[src/rtl/lcd_st_pkg.sv]
`default_nettype none
// ============================================================================
// Module   : lcd_st_pkg
// Purpose  : Constants and per-channel state type shared by the LCD 8<->32
//            bit Avalon-ST packer/unpacker pair.
// Revision : 1.0 - initial release
// ============================================================================
package lcd_st_pkg;

    localparam int BYTES_PER_WORD = 4;
    localparam int EMPTY_WIDTH    = 2;
    localparam int SYMBOL_WIDTH   = 8;
    localparam int WORD_WIDTH     = BYTES_PER_WORD * SYMBOL_WIDTH;
    localparam int COUNT_WIDTH    = 2;
    localparam int PARTIAL_WIDTH  = (BYTES_PER_WORD - 1) * SYMBOL_WIDTH;

    typedef struct packed {
        logic [COUNT_WIDTH-1:0]   count;
        logic [PARTIAL_WIDTH-1:0] partial;
        logic                     sop_seen;
    } chan_state_t;

    localparam chan_state_t C_CHAN_STATE_IDLE = '0;

    typedef enum logic [0:0] {
        ST_CLEAR = 1'b0,
        ST_RUN   = 1'b1
    } clear_state_t;

    // Places a new symbol into lane (3 - count) on top of the held partial
    // word; lanes below the new symbol stay zero.
    function automatic logic [WORD_WIDTH-1:0] f_merge_byte(
        input logic [PARTIAL_WIDTH-1:0] partial,
        input logic [COUNT_WIDTH-1:0]   count,
        input logic [SYMBOL_WIDTH-1:0]  data
    );
        logic [WORD_WIDTH-1:0] w_word;
        w_word = {partial, {SYMBOL_WIDTH{1'b0}}};
        case (count)
            2'd0:    w_word[31:24] = data;
            2'd1:    w_word[23:16] = data;
            2'd2:    w_word[15:8]  = data;
            default: w_word[7:0]   = data;
        endcase
        return w_word;
    endfunction

endpackage
`default_nettype wire

[src/rtl/lcd_8_to_32_bits_state_regs.sv]
`default_nettype none
// ============================================================================
// Module   : lcd_8_to_32_bits_state_regs
// Purpose  : Per-channel packing state register file with asynchronous read,
//            one write port, and a post-reset clear sequencer.
// Revision : 1.0 - initial release
// ============================================================================
module lcd_8_to_32_bits_state_regs
    import lcd_st_pkg::*;
#(
    parameter int CHANNEL_WIDTH = 1
) (
    input  logic                     clk,
    input  logic                     reset_n,
    input  logic [CHANNEL_WIDTH-1:0] i_rd_idx,
    output chan_state_t              o_rd_state,
    input  logic                     i_wr_en,
    input  logic [CHANNEL_WIDTH-1:0] i_wr_idx,
    input  chan_state_t              i_wr_state,
    output logic                     o_clearing
);

    localparam int CHANNELS = 2 ** CHANNEL_WIDTH;

    chan_state_t              r_state [CHANNELS];
    clear_state_t             r_fsm;
    logic [CHANNEL_WIDTH-1:0] r_clear_idx;

    always_ff @(posedge clk or negedge reset_n) begin
        if (!reset_n) begin
            r_fsm       <= ST_CLEAR;
            r_clear_idx <= CHANNEL_WIDTH'(CHANNELS - 1);
        end else begin
            case (r_fsm)
                ST_CLEAR: begin
                    if (r_clear_idx == '0) begin
                        r_fsm <= ST_RUN;
                    end
                    r_clear_idx <= r_clear_idx - CHANNEL_WIDTH'(1);
                end
                default: begin
                    r_fsm <= ST_RUN;
                end
            endcase
        end
    end

    // Storage has no reset: the clear sequencer zeroes one entry per clock,
    // and writes are impossible while it runs because the sink is held off.
    always_ff @(posedge clk) begin
        if (r_fsm == ST_CLEAR) begin
            r_state[r_clear_idx] <= C_CHAN_STATE_IDLE;
        end else if (i_wr_en) begin
            r_state[i_wr_idx] <= i_wr_state;
        end
    end

    assign o_rd_state = r_state[i_rd_idx];
    assign o_clearing = (r_fsm == ST_CLEAR);

endmodule
`default_nettype wire

[src/rtl/lcd_8_to_32_bits_packer.sv]
`default_nettype none
// ============================================================================
// Module   : lcd_8_to_32_bits_packer
// Purpose  : Avalon-ST adapter packing 8-bit symbols into 32-bit words with
//            independent per-channel partial-word state.
// Revision : 1.0 - initial release
// ============================================================================
module lcd_8_to_32_bits_packer
    import lcd_st_pkg::*;
#(
    parameter int CHANNEL_WIDTH = 1
) (
    input  logic                     clk,
    input  logic                     reset_n,
    input  logic [SYMBOL_WIDTH-1:0]  in_data,
    input  logic                     in_valid,
    output logic                     in_ready,
    input  logic                     in_startofpacket,
    input  logic                     in_endofpacket,
    input  logic [CHANNEL_WIDTH-1:0] in_channel,
    output logic [WORD_WIDTH-1:0]    out_data,
    output logic                     out_valid,
    input  logic                     out_ready,
    output logic                     out_startofpacket,
    output logic                     out_endofpacket,
    output logic [EMPTY_WIDTH-1:0]   out_empty,
    output logic [CHANNEL_WIDTH-1:0] out_channel
);

    chan_state_t            w_rd_state;
    chan_state_t            w_wr_state;
    logic                   w_clearing;
    logic                   w_accept;
    logic                   w_emit;
    logic                   w_sop_flag;
    logic [COUNT_WIDTH-1:0] w_count;
    logic [PARTIAL_WIDTH-1:0] w_partial;
    logic [WORD_WIDTH-1:0]  w_merged;
    logic [EMPTY_WIDTH-1:0] w_empty;

    lcd_8_to_32_bits_state_regs #(
        .CHANNEL_WIDTH (CHANNEL_WIDTH)
    ) u_state_regs (
        .clk        (clk),
        .reset_n    (reset_n),
        .i_rd_idx   (in_channel),
        .o_rd_state (w_rd_state),
        .i_wr_en    (w_accept),
        .i_wr_idx   (in_channel),
        .i_wr_state (w_wr_state),
        .o_clearing (w_clearing)
    );

    // Single output register without skid buffer: a new byte is only taken
    // when the current word is absent or leaving at this edge.
    assign in_ready = !w_clearing && (!out_valid || out_ready);
    assign w_accept = in_valid && in_ready;

    always_comb begin
        w_count    = in_startofpacket ? '0 : w_rd_state.count;
        w_partial  = in_startofpacket ? '0 : w_rd_state.partial;
        w_sop_flag = in_startofpacket || w_rd_state.sop_seen;
        w_merged   = f_merge_byte(w_partial, w_count, in_data);
        w_emit     = (w_count == COUNT_WIDTH'(BYTES_PER_WORD - 1)) || in_endofpacket;
        w_empty    = in_endofpacket ? (EMPTY_WIDTH'(BYTES_PER_WORD - 1) - w_count) : '0;

        w_wr_state = C_CHAN_STATE_IDLE;
        if (!w_emit) begin
            w_wr_state.count    = w_count + COUNT_WIDTH'(1);
            w_wr_state.partial  = w_merged[WORD_WIDTH-1:SYMBOL_WIDTH];
            w_wr_state.sop_seen = w_sop_flag;
        end
    end

    always_ff @(posedge clk or negedge reset_n) begin
        if (!reset_n) begin
            out_valid         <= 1'b0;
            out_data          <= '0;
            out_startofpacket <= 1'b0;
            out_endofpacket   <= 1'b0;
            out_empty         <= '0;
            out_channel       <= '0;
        end else if (w_accept && w_emit) begin
            out_valid         <= 1'b1;
            out_data          <= w_merged;
            out_startofpacket <= w_sop_flag;
            out_endofpacket   <= in_endofpacket;
            out_empty         <= w_empty;
            out_channel       <= in_channel;
        end else if (out_ready) begin
            out_valid         <= 1'b0;
        end
    end

endmodule
`default_nettype wire

[config.mk]
export PLATFORM = sky130hd
export DESIGN_NAME = lcd_8_to_32_bits_packer
export DESIGN_NICKNAME = d
export VERILOG_FILES = /design/src/rtl/lcd_st_pkg.sv /design/src/rtl/lcd_8_to_32_bits_state_regs.sv /design/src/rtl/lcd_8_to_32_bits_packer.sv
export SDC_FILE = /design/constraint.sdc
export NUM_CORES = 1
export LEC_CHECK = 0
export BUFFER_PORTS_ARGS = -buffer_cell sky130_fd_sc_hd__buf_2
export CAP_MARGIN = 5
export CORE_AREA = 5 5 91 93
export DETAILED_ROUTE_END_ITERATION = 8
export DIE_AREA = 0 0 96 98
export PLACE_DENSITY = 0.77
export SLEW_MARGIN = 30
export SYNTH_ARGS = -nofsm -noshare
export SYNTH_HDL_FRONTEND = slang
export SYNTH_SLANG_ARGS = --single-unit
[constraint.sdc]
create_clock -name clk -period 3.4 [get_ports clk]
set_clock_uncertainty 0.1 [all_clocks]
set_input_delay 0.68 -clock clk [delete_from_list [all_inputs] [get_ports clk]]
set_output_delay 0.68 -clock clk [all_outputs]
set_load 0.01 [all_outputs]
=== Word level (Yosys, flattened, before mapping) ===
Memories as Yosys holds them, arrays and structs flattened.
Index checks and enable logic that the tools add are counted.

* Add/subtract/negate cells: 3
* Equal/unequal tests: 3
* Muxes and demuxes: 19
* Reductions and logical operators: 11

{| class="wikitable"
|+ Operator list
! kind !! number
|-
| two-way mux 27 bit || 2
|-
| two-way mux 8 bit || 4
|-
| OR reduction 27 bit || 1
|-
| two-way mux 24 bit || 1
|-
| two-way mux 1 bit || 10
|-
| == test 2 bit (second input constant) || 2
|-
| two-way mux 2 bit || 2
|-
| logical AND 1 bit || 3
|-
| logical OR 1 bit || 3
|-
| OR reduction 3 bit || 1
|-
| adder 2 x 1 -> 2 bit (second input constant) || 1
|-
| == test 2 x 1 -> 1 bit (second input constant) || 1
|-
| logical NOT 2 bit || 1
|-
| nonzero test 2 bit || 1
|-
| subtractor 2 bit (first input constant) || 1
|-
| logical NOT 1 bit || 1
|-
| subtractor 1 bit (second input constant) || 1
|}

* Bits in registers: 40
* Memory bits (writable): 54
* Input bits: 15
* Output and inout port bits: 39
* Logic and storage cells: 45
* Memories: 1

{| class="wikitable"
|+ Memories
! name !! depth !! bits a word !! rd ports !! clocked after memory_dff !! wr ports !! RTL line !! text
|-
| u_state_regs.r_state || 2 || 27 || 1 || 0 || 1 || lcd_8_to_32_bits_state_regs.sv:25 || <nowiki>chan_state_t r_state [CHANNELS];</nowiki>
|}

=== Longest topological paths before layout ===
Gate-level depths: netlist of the first run.

* Depth after elaboration: 9
* Mapped depth: 9
* Mapped depth without buffers: 7

=== Hierarchy ===
Synthesis of the first run repeated with hierarchy kept, for this count alone.

* Cell total of the unflattened synthesis: 321
* Area total of the unflattened synthesis: 4,267.8 µm²

{| class="wikitable"
|+ By module, submodules not included
! module !! times used !! cells an instance !! area each (µm²) !! seq. area each (µm²)
|-
| lcd_8_to_32_bits_state_regs || 1 || 126 || 2,336.0 || 1,672.9
|-
| lcd_8_to_32_bits_packer || 1 || 195 || 1,931.9 || 950.9
|}

=== Worst setup path after synthesis of the first run ===
Ideal clock, no wire load.

* Kind: input port to flip-flop
* Start: input in_channel
* End: memory u_state_regs.r_state[0][0] (netlist name), enable pin
* Library setup time: 0.421 ns
* Arrival: 2.508 ns
* Data required time: 2.879 ns
* Path slack: 0.371 ns
* Stages: 4
* Path buffers: 3
* Cells stage by stage: buf_6 buf_4 buf_4 o22ai_1

* Word-level cells in the longest chain between the ends: 1

{| class="wikitable"
|+ Ends and longest elaborated chain
! item !! RTL line !! text
|-
| start: declaration || lcd_8_to_32_bits_packer.sv:20 || <nowiki>input logic [CHANNEL_WIDTH-1:0] in_channel,</nowiki>
|-
| two-way mux 1 bit (no line) || - ||
|-
| end: declaration || lcd_8_to_32_bits_state_regs.sv:25 ||
|}

Every way passes these cells.

=== Final worst setup path of the first run ===
* Start: input in_channel
* End: memory u_state_regs.r_state[1][3] (netlist name) (data pin)

* Word-level cells in the longest chain between the ends: 6
* Elaborated cells on any way between the ends: 9
* Those cells by class: eq/ne (2); mux (5); reduce/logical (1); memory (1)

{| class="wikitable"
|+ Ends and longest elaborated chain
! item !! RTL line !! text
|-
| memory read (2 x 27 bit) (*) || - ||
|-
| two-way mux 2 bit || lcd_8_to_32_bits_packer.sv:60 || <nowiki>w_count = in_startofpacket ? '0 : w_rd_state.count;</nowiki>
|-
| == test 2 bit (on tied branches) || lcd_st_pkg.sv:39, lcd_8_to_32_bits_packer.sv:64 ||
|-
| two-way mux 8 bit / logical OR 1 bit (equally long branches) || lcd_st_pkg.sv:39, lcd_8_to_32_bits_packer.sv:64 ||
|-
| two-way mux 27 bit (*) || lcd_8_to_32_bits_packer.sv:68 || <nowiki>if (!w_emit) begin</nowiki>
|-
| two-way mux 27 bit (no line) (*) || - ||
|}

Mark *: on every way between the ends. The rest lies on a longest branch, timed or not.

==> results of run 1 <==
worst register-to-register path: cells and delay by family (launching register included):
family / cells / cell delay [ps]
multiplexers: 1 / 90
flip-flops: 1 / 410
adder cells (fa/ha/maj): 1 / 340
AO/OA/AOI/OAI: 1 / 220
AND/OR/NAND/NOR: 3 / 990
buffers and inverters: 1 / 90
cells in the final DEF (no fill, tap or decap), types with 3 or more instances in the layout:
cell,instances
edfxtp_1,54
buf_2,52
mux2i_1,51
nor2_1,39
dfrtp_1,39
inv_1,35
mux2_2,17
a22oi_1,16
nand2_1,12
clkbuf_8,10
buf_4,7
ha_1,3
state kept, by name, summed over array words and instances, names as in the netlist:
signal,count
out_valid,1
out_data,32
u_state_regs.r_fsm,1
out_startofpacket,1
out_empty,2
out_channel,1
u_state_regs.r_clear_idx,1
u_state_regs.r_state,54
out_endofpacket,1
power by group through the flow:
stage,combinational [mW],clock (mW),sequential (mW)
CTS,0.390,0.827,1.37
global placement,0.383,0,1.38
finish,0.382,0.808,1.36
detailed placement,0.387,0,1.39
floorplan,0.198,0,1.42
global route,0.424,0.873,1.38
per-layer routing:
layer / track usage, % / wire length, microns / up-vias
li1: - / - / 1169
met1: 25.2 / 3400 / 1222
met2: 30.0 / 4140 / 71
met3: 4.31 / 502 / 10
met4: 6.89 / 141 / 0
met5: 0 / 0 / -
worst paths after layout:
kind                                                   from                          to  slack (ps)  depth (start not counted)
worst max-delay path                             in_channel  u_state_regs.r_state[1][3]         730                          8
worst min-delay path                                reset_n                 out_data[8]         210                          1
worst max register to register  u_state_regs.r_state[0][25]  u_state_regs.r_state[1][3]        1010                          7
worst min register to register                  out_channel                 out_channel         410                          1
max in group asynchronous                           reset_n                 out_data[0]        2620                          1
min in group clk                                out_channel                 out_channel         410                          1
area by class of cell:
class | instances | area [sq um] | area share, %
well taps | 102 | 128 | 2.74
multi-input cells | 163 | 1240 | 26.7
flip-flops and latches | 94 | 2620 | 56.3
repair buffers | 59 | 313 | 6.71
clock buffers | 10 | 138 | 2.95
inverters | 35 | 131 | 2.82
clock inverters | 6 | 85.1 | 1.83
cells by family after synthesis:
kind of cell	Yosys count	share of synthesized area, %
fa+ha+maj	3	0.912
simple gates	64	6.84
flops	94	63.8
buf+inv	52	6.20
compound gates	27	5.02
xor+xnor	1	0.213
mux	68	17.1
stage by stage:
stage                     util, %  std cells  instance area [sq um]  hold WS, ps  power, mW
final                        62.6        469                   4660          211       2.55
after CTS                    62.6        469                   4660          406       2.58
after floorplan                 -        309                   4120          284       1.62
after global placement       59.6        453                   4440          378       1.77
after detailed placement     59.6        453                   4440          382       1.78
after global routing         62.6        469                   4660          248       2.68
==> results.md, run 1 <==
- Syn Area/Cell: 13.3 sq um
- Vias per cell: approximately 5.3
- Crit path arrival time: about 2800 ps
- Worst setup margin: 730 ps
- Clock sinks: 94
- P_sw: 0.651 mW
- Setup violations, final: 0
- Count of pins over their slew limit: 0
- Static leakage: 1.97 nW
- Post-synth EDFFs: 54
- Largest net degree at the start of global routing: 41
- Post-route DRC: 0
- Slew margin rel.: 60.7%
- Initial antenna violation count: 0
- Post-DP HPWL: 5.28 mm
- Total negative slack: 0 ps
- Top-count cell post-synth: edfxtp_1
- Power density cells: 548 nW/um^2
- Worst slack, placed: 343 ps
- P&R area growth vs syn: 13.3%
- TritonCTS buffer count: 9
- RSZ-0062 raised after global routing: false
- Root Buffer Master: clkbuf_8
- Internal power: 1.90 mW
- Final Hold Viols: 0
- Crit path top cell by count: nor2_1
- Starting density of the core: 55.3%
- 1st-iter DRT viols: 185
- Die Y: 98 microns
- Largest delay share family, worst path: simple AND/OR/NAND/NOR gates
- Min-Delay Path Class: in2async
- Data required, critical path: 3500 ps
- Clock latency reported for the late side of the worst-skew pair: between 300 and 400 ps
- H-tree depth: 3
- Crit-path max cell delay: about 480 ps
- Routed Antenna Nets: 0
- Sequential area share after synthesis: 63.8%
- Slew @ Worst Pin: 588 ps
- Vias in the first global route: 2,650
- Switching Fraction: 25.5%
- Share of cells above drive strength 1: ~28%
- Max cap viols: 0
- Via Count: 2,472
- Commonest cells post-synth: edfxtp_1 (54), mux2i_1 (51), dfrtp_1 (39), nor2_1 (39), inv_1 (35)
- Final net count: 380
- Core ar.: approximately 7400 sq um
- Post-CTS Resized: 0
- Postcts setup bufs: 0
- Ant. Diodes: 0
- CTS tree: yes
- Total Routing Usage GR: 18.8%
- # port buffers: 53
- Top post-synthesis cells by area: edfxtp_1 (39%), dfrtp_1 (24%), mux2i_1 (12%)
- TritonRoute pass-1 iters: 4
- Std cell rows: 32
- DR WL/cell: 17.5 microns
- Reg clk slew, reported paths: 90 ps
- Yosys reg bits: 94
- Period utilization: 78.5%
- Die width: 96 microns
- Post-Syn Nets: 327
- CP bufs+invs: 2
- Die ar.: 9410 sq um
- Setup CP Type: in2reg
- Grt total ovfl: 0
- Syn Inst Count: 309
- Main flop type after synthesis: edfxtp_1
- Fmax: 375 MHz
- First-pass GRT wire length: roughly 13 mm
- Peak supply drop: 0.290 mV
- Part of the power in the clock network: a little under a third
- Endpoint class of the critical path: flip-flop
- Post-Syn Area: between 4000 and 5000 sq um
- Combinational Power Share: 14.9%
- Outcome: finished clean
- Bufs on Longest Clock Path: 2
- Ys Warns: 0
- Cell variety after synth: 36
- Synth async-reset ratio: 42.6%
- Min Tclk post-route: 2670 ps
- Final GP Congestion: between 0.7 and 0.8
- # hold bufs at CTS: 0
- I/O Pins: 54
- Wirelength, routed: 8.19 mm
- Cell Chain, Critical Path: buf_2 > mux2i_1 > nor2_1 > inv_1 > ha_1 > nor2_1 > a22oi_1 > nor2_1
- # fillers: 614
- CP max-delay cell: nor2_1
- Largest area contributor in the netlist: edfxtp_1
- Crit-path max FO: 15
- Flop pwr share: a little over half
- Worst setup SP type: input port
- Top-area cell type share of the netlist area: 39.4%
(Power assumes the default switching activity.)
==> run 2: changes to the inputs <==
--- a/config.mk
+++ b/config.mk
@@ -7,10 +7,10 @@
 export LEC_CHECK = 0
 export BUFFER_PORTS_ARGS = -buffer_cell sky130_fd_sc_hd__buf_2
 export CAP_MARGIN = 5
-export CORE_AREA = 5 5 91 93
+export CORE_AREA = 5 5 95 97
 export DETAILED_ROUTE_END_ITERATION = 8
-export DIE_AREA = 0 0 96 98
-export PLACE_DENSITY = 0.77
+export DIE_AREA = 0 0 100 102
+export PLACE_DENSITY = 0.74
 export SLEW_MARGIN = 30
 export SYNTH_ARGS = -nofsm -noshare
 export SYNTH_HDL_FRONTEND = slang
==> constraint.sdc (replaced) <==
create_clock -name clk -period 2.35 [get_ports clk]
set_clock_uncertainty 0.1 [all_clocks]
set_input_delay 0.47 -clock clk [delete_from_list [all_inputs] [get_ports clk]]
set_output_delay 0.47 -clock clk [all_outputs]
set_load 0.01 [all_outputs]
==> results.md, run 2 (synthesized netlist as in run 1, its figures left out) <==
- Reg2Reg Setup Slack: 250 ps
- Reg clk slew, reported paths: roughly 90 ps
- TritonCTS buffer count: 9
- Internal power: 2.53 mW
- Outcome: finished clean
- Period utilization: between 80% and 90%
- WHS: between 200 and 300 ps
- Slew margin rel.: 58.0%
- Placed cell areas: between 4000 and 5000 sq um
- Crit-path max FO: 8
- Hold Path Depth: 3
- Vias per cell: about 5.3
- Total Routing Usage GR: about 17%
- Share of cells above drive strength 1: between 20% and 30%
- Static leakage: 2.01 nW
- Critical Path Sink: u_state_regs.r_state[0][6]
- Slew @ Worst Pin: around 630 ps
- Worst setup SP type: flip-flop
- I/O Pins: 54
- Most frequent cells in the layout: edfxtp_1 (54), buf_2 (53), mux2i_1 (51)
- Count of pins over their slew limit: 0
- Final Hold Viols: 0
- FF-to-FF End: u_state_regs.r_state[0][6]
- # port buffers: 53
- Power density cells: roughly 740 nW/um^2
- Vias in the first global route: roughly 2,700
- Setup crit start: u_state_regs.r_state[0][25]
- Die width: 100 microns
- Reg2reg start: u_state_regs.r_state[0][25]
- Post-CTS Resized: 0
- Initial antenna violation count: 0
- Routed Antenna Nets: 0
- RSZ-0062 raised after global routing: false
- Final net count: about 390
- Setup violations, final: 0
- DR WL/cell: 17.5 microns
- Most common cell after layout, fill and taps aside: edfxtp_1
- Peak supply drop: 0.410 mV
- Total negative slack: 0 ps
- TritonRoute pass-1 iters: 6
- Bufs on Longest Clock Path: 2
- Post-route DRC: 0
- 1st-iter DRT viols: about 170
- Flop pwr share: 56.5%
- Die Y: 102 microns
- CTS tree: yes
- Grt total ovfl: 0
- Combinational Power Share: 16.6%
- Worst setup margin: approximately 250 ps
- Core ar.: 8050 sq um
- Inst Count DP: 466
- Part of the power in the clock network: a little over a quarter
- Ant. Diodes: 0
- Root Buffer Master: clkbuf_8
- P_sw: between 0.9 and 1 mW
- Std cell rows: 33
- Fmax: 476 MHz
- Switching Fraction: a little over a quarter
- Worst r2r path cells: 7
- Via Count: 2,554
- Starting density of the core: 51.1%
- H-tree depth: 3
- Setup CP Type: reg2reg
- Wirelength, routed: 8.45 mm
- Worst slack, placed: 16.8 ps
- Layout Utilization: 58.8%
- Clock latency reported for the late side of the worst-skew pair: ~350 ps
- Reg with most FFs: u_state_regs.r_state
- Total power: 3.49 mW
- Die ar.: roughly 10,000 sq um
- Max cap viols: 0
- Largest net degree at the start of global routing: 41
- Data required, critical path: 2450 ps
- Finished Layout Cells: 483
- Crit path arrival time: 2200 ps
- Post-DP HPWL: 5.57 mm
- Endpoint class of the critical path: flip-flop
- Final GP Congestion: 0.722
- Max FFs per register: 54
- Layout Cell Area excl Fill: 4730 sq um
- P&R area growth vs syn: 15.0%
- Min Tclk post-route: about 2100 ps
- Clock sinks: 94
- Min-Delay Path Class: in2reg
- Top flop regs: u_state_regs.r_state x54, out_data x32, out_empty x2
- First-pass GRT wire length: 13.5 mm
run 2: per-layer routing:
metal	GRT usage [%]	wire, microns	vias up
met2	28.8	4130	63
met3	4.10	498	9
met1	22.7	3720	1288
met4	6.22	97	0
met5	0	0	-
li1	-	-	1194
run 2: how the worst min path moves through the flow:
stage / startpoint / end / slack [ps]
after floorplan: reset_n / out_channel / 70
after global placement: reset_n / out_data[9] / 360
after detailed placement: reset_n / out_data[9] / 360
after CTS: out_ready / out_valid / 270
after global routing: out_ready / out_valid / 270
final: out_ready / out_valid / 290
run 2: power by group through the flow:
stage               registers [mW]  clock network [mW]  logic, mW
floorplan                     2.06                   0      0.287
global placement              2.00                   0      0.575
detailed placement            2.01                   0      0.589
CTS                           1.97               0.961      0.591
global route                  1.99                1.03      0.642
finish                        1.97               0.939      0.580
run 2: layout make-up:
type / count / area, sq um
Multi-Input combinational cell: 163 / 1240
Sequential cell: 94 / 2620
Timing Repair Buffer: 70 / 433
Clock buffer: 11 / 131
Inverter: 35 / 131
Tap cell: 105 / 131
Fill cell: 680 / 3320
Clock inverter: 5 / 36.3
run 2: what timing repair did:
item                                   4_1_cts  5_1_grt
setup endpoints to repair                    0        0
hold buffers                                 1        0
endpoints found under the hold margin       39        0
buffers inserted                             0        0
run 2: critical path, cell delays in order, from the launching register on:
cell,delay (ps)
edfxtp_1,410
mux2i_1,90
nor2_1,200
inv_1,80
ha_1,220
nor2_1,490
a22oi_1,190
nor2_1,170
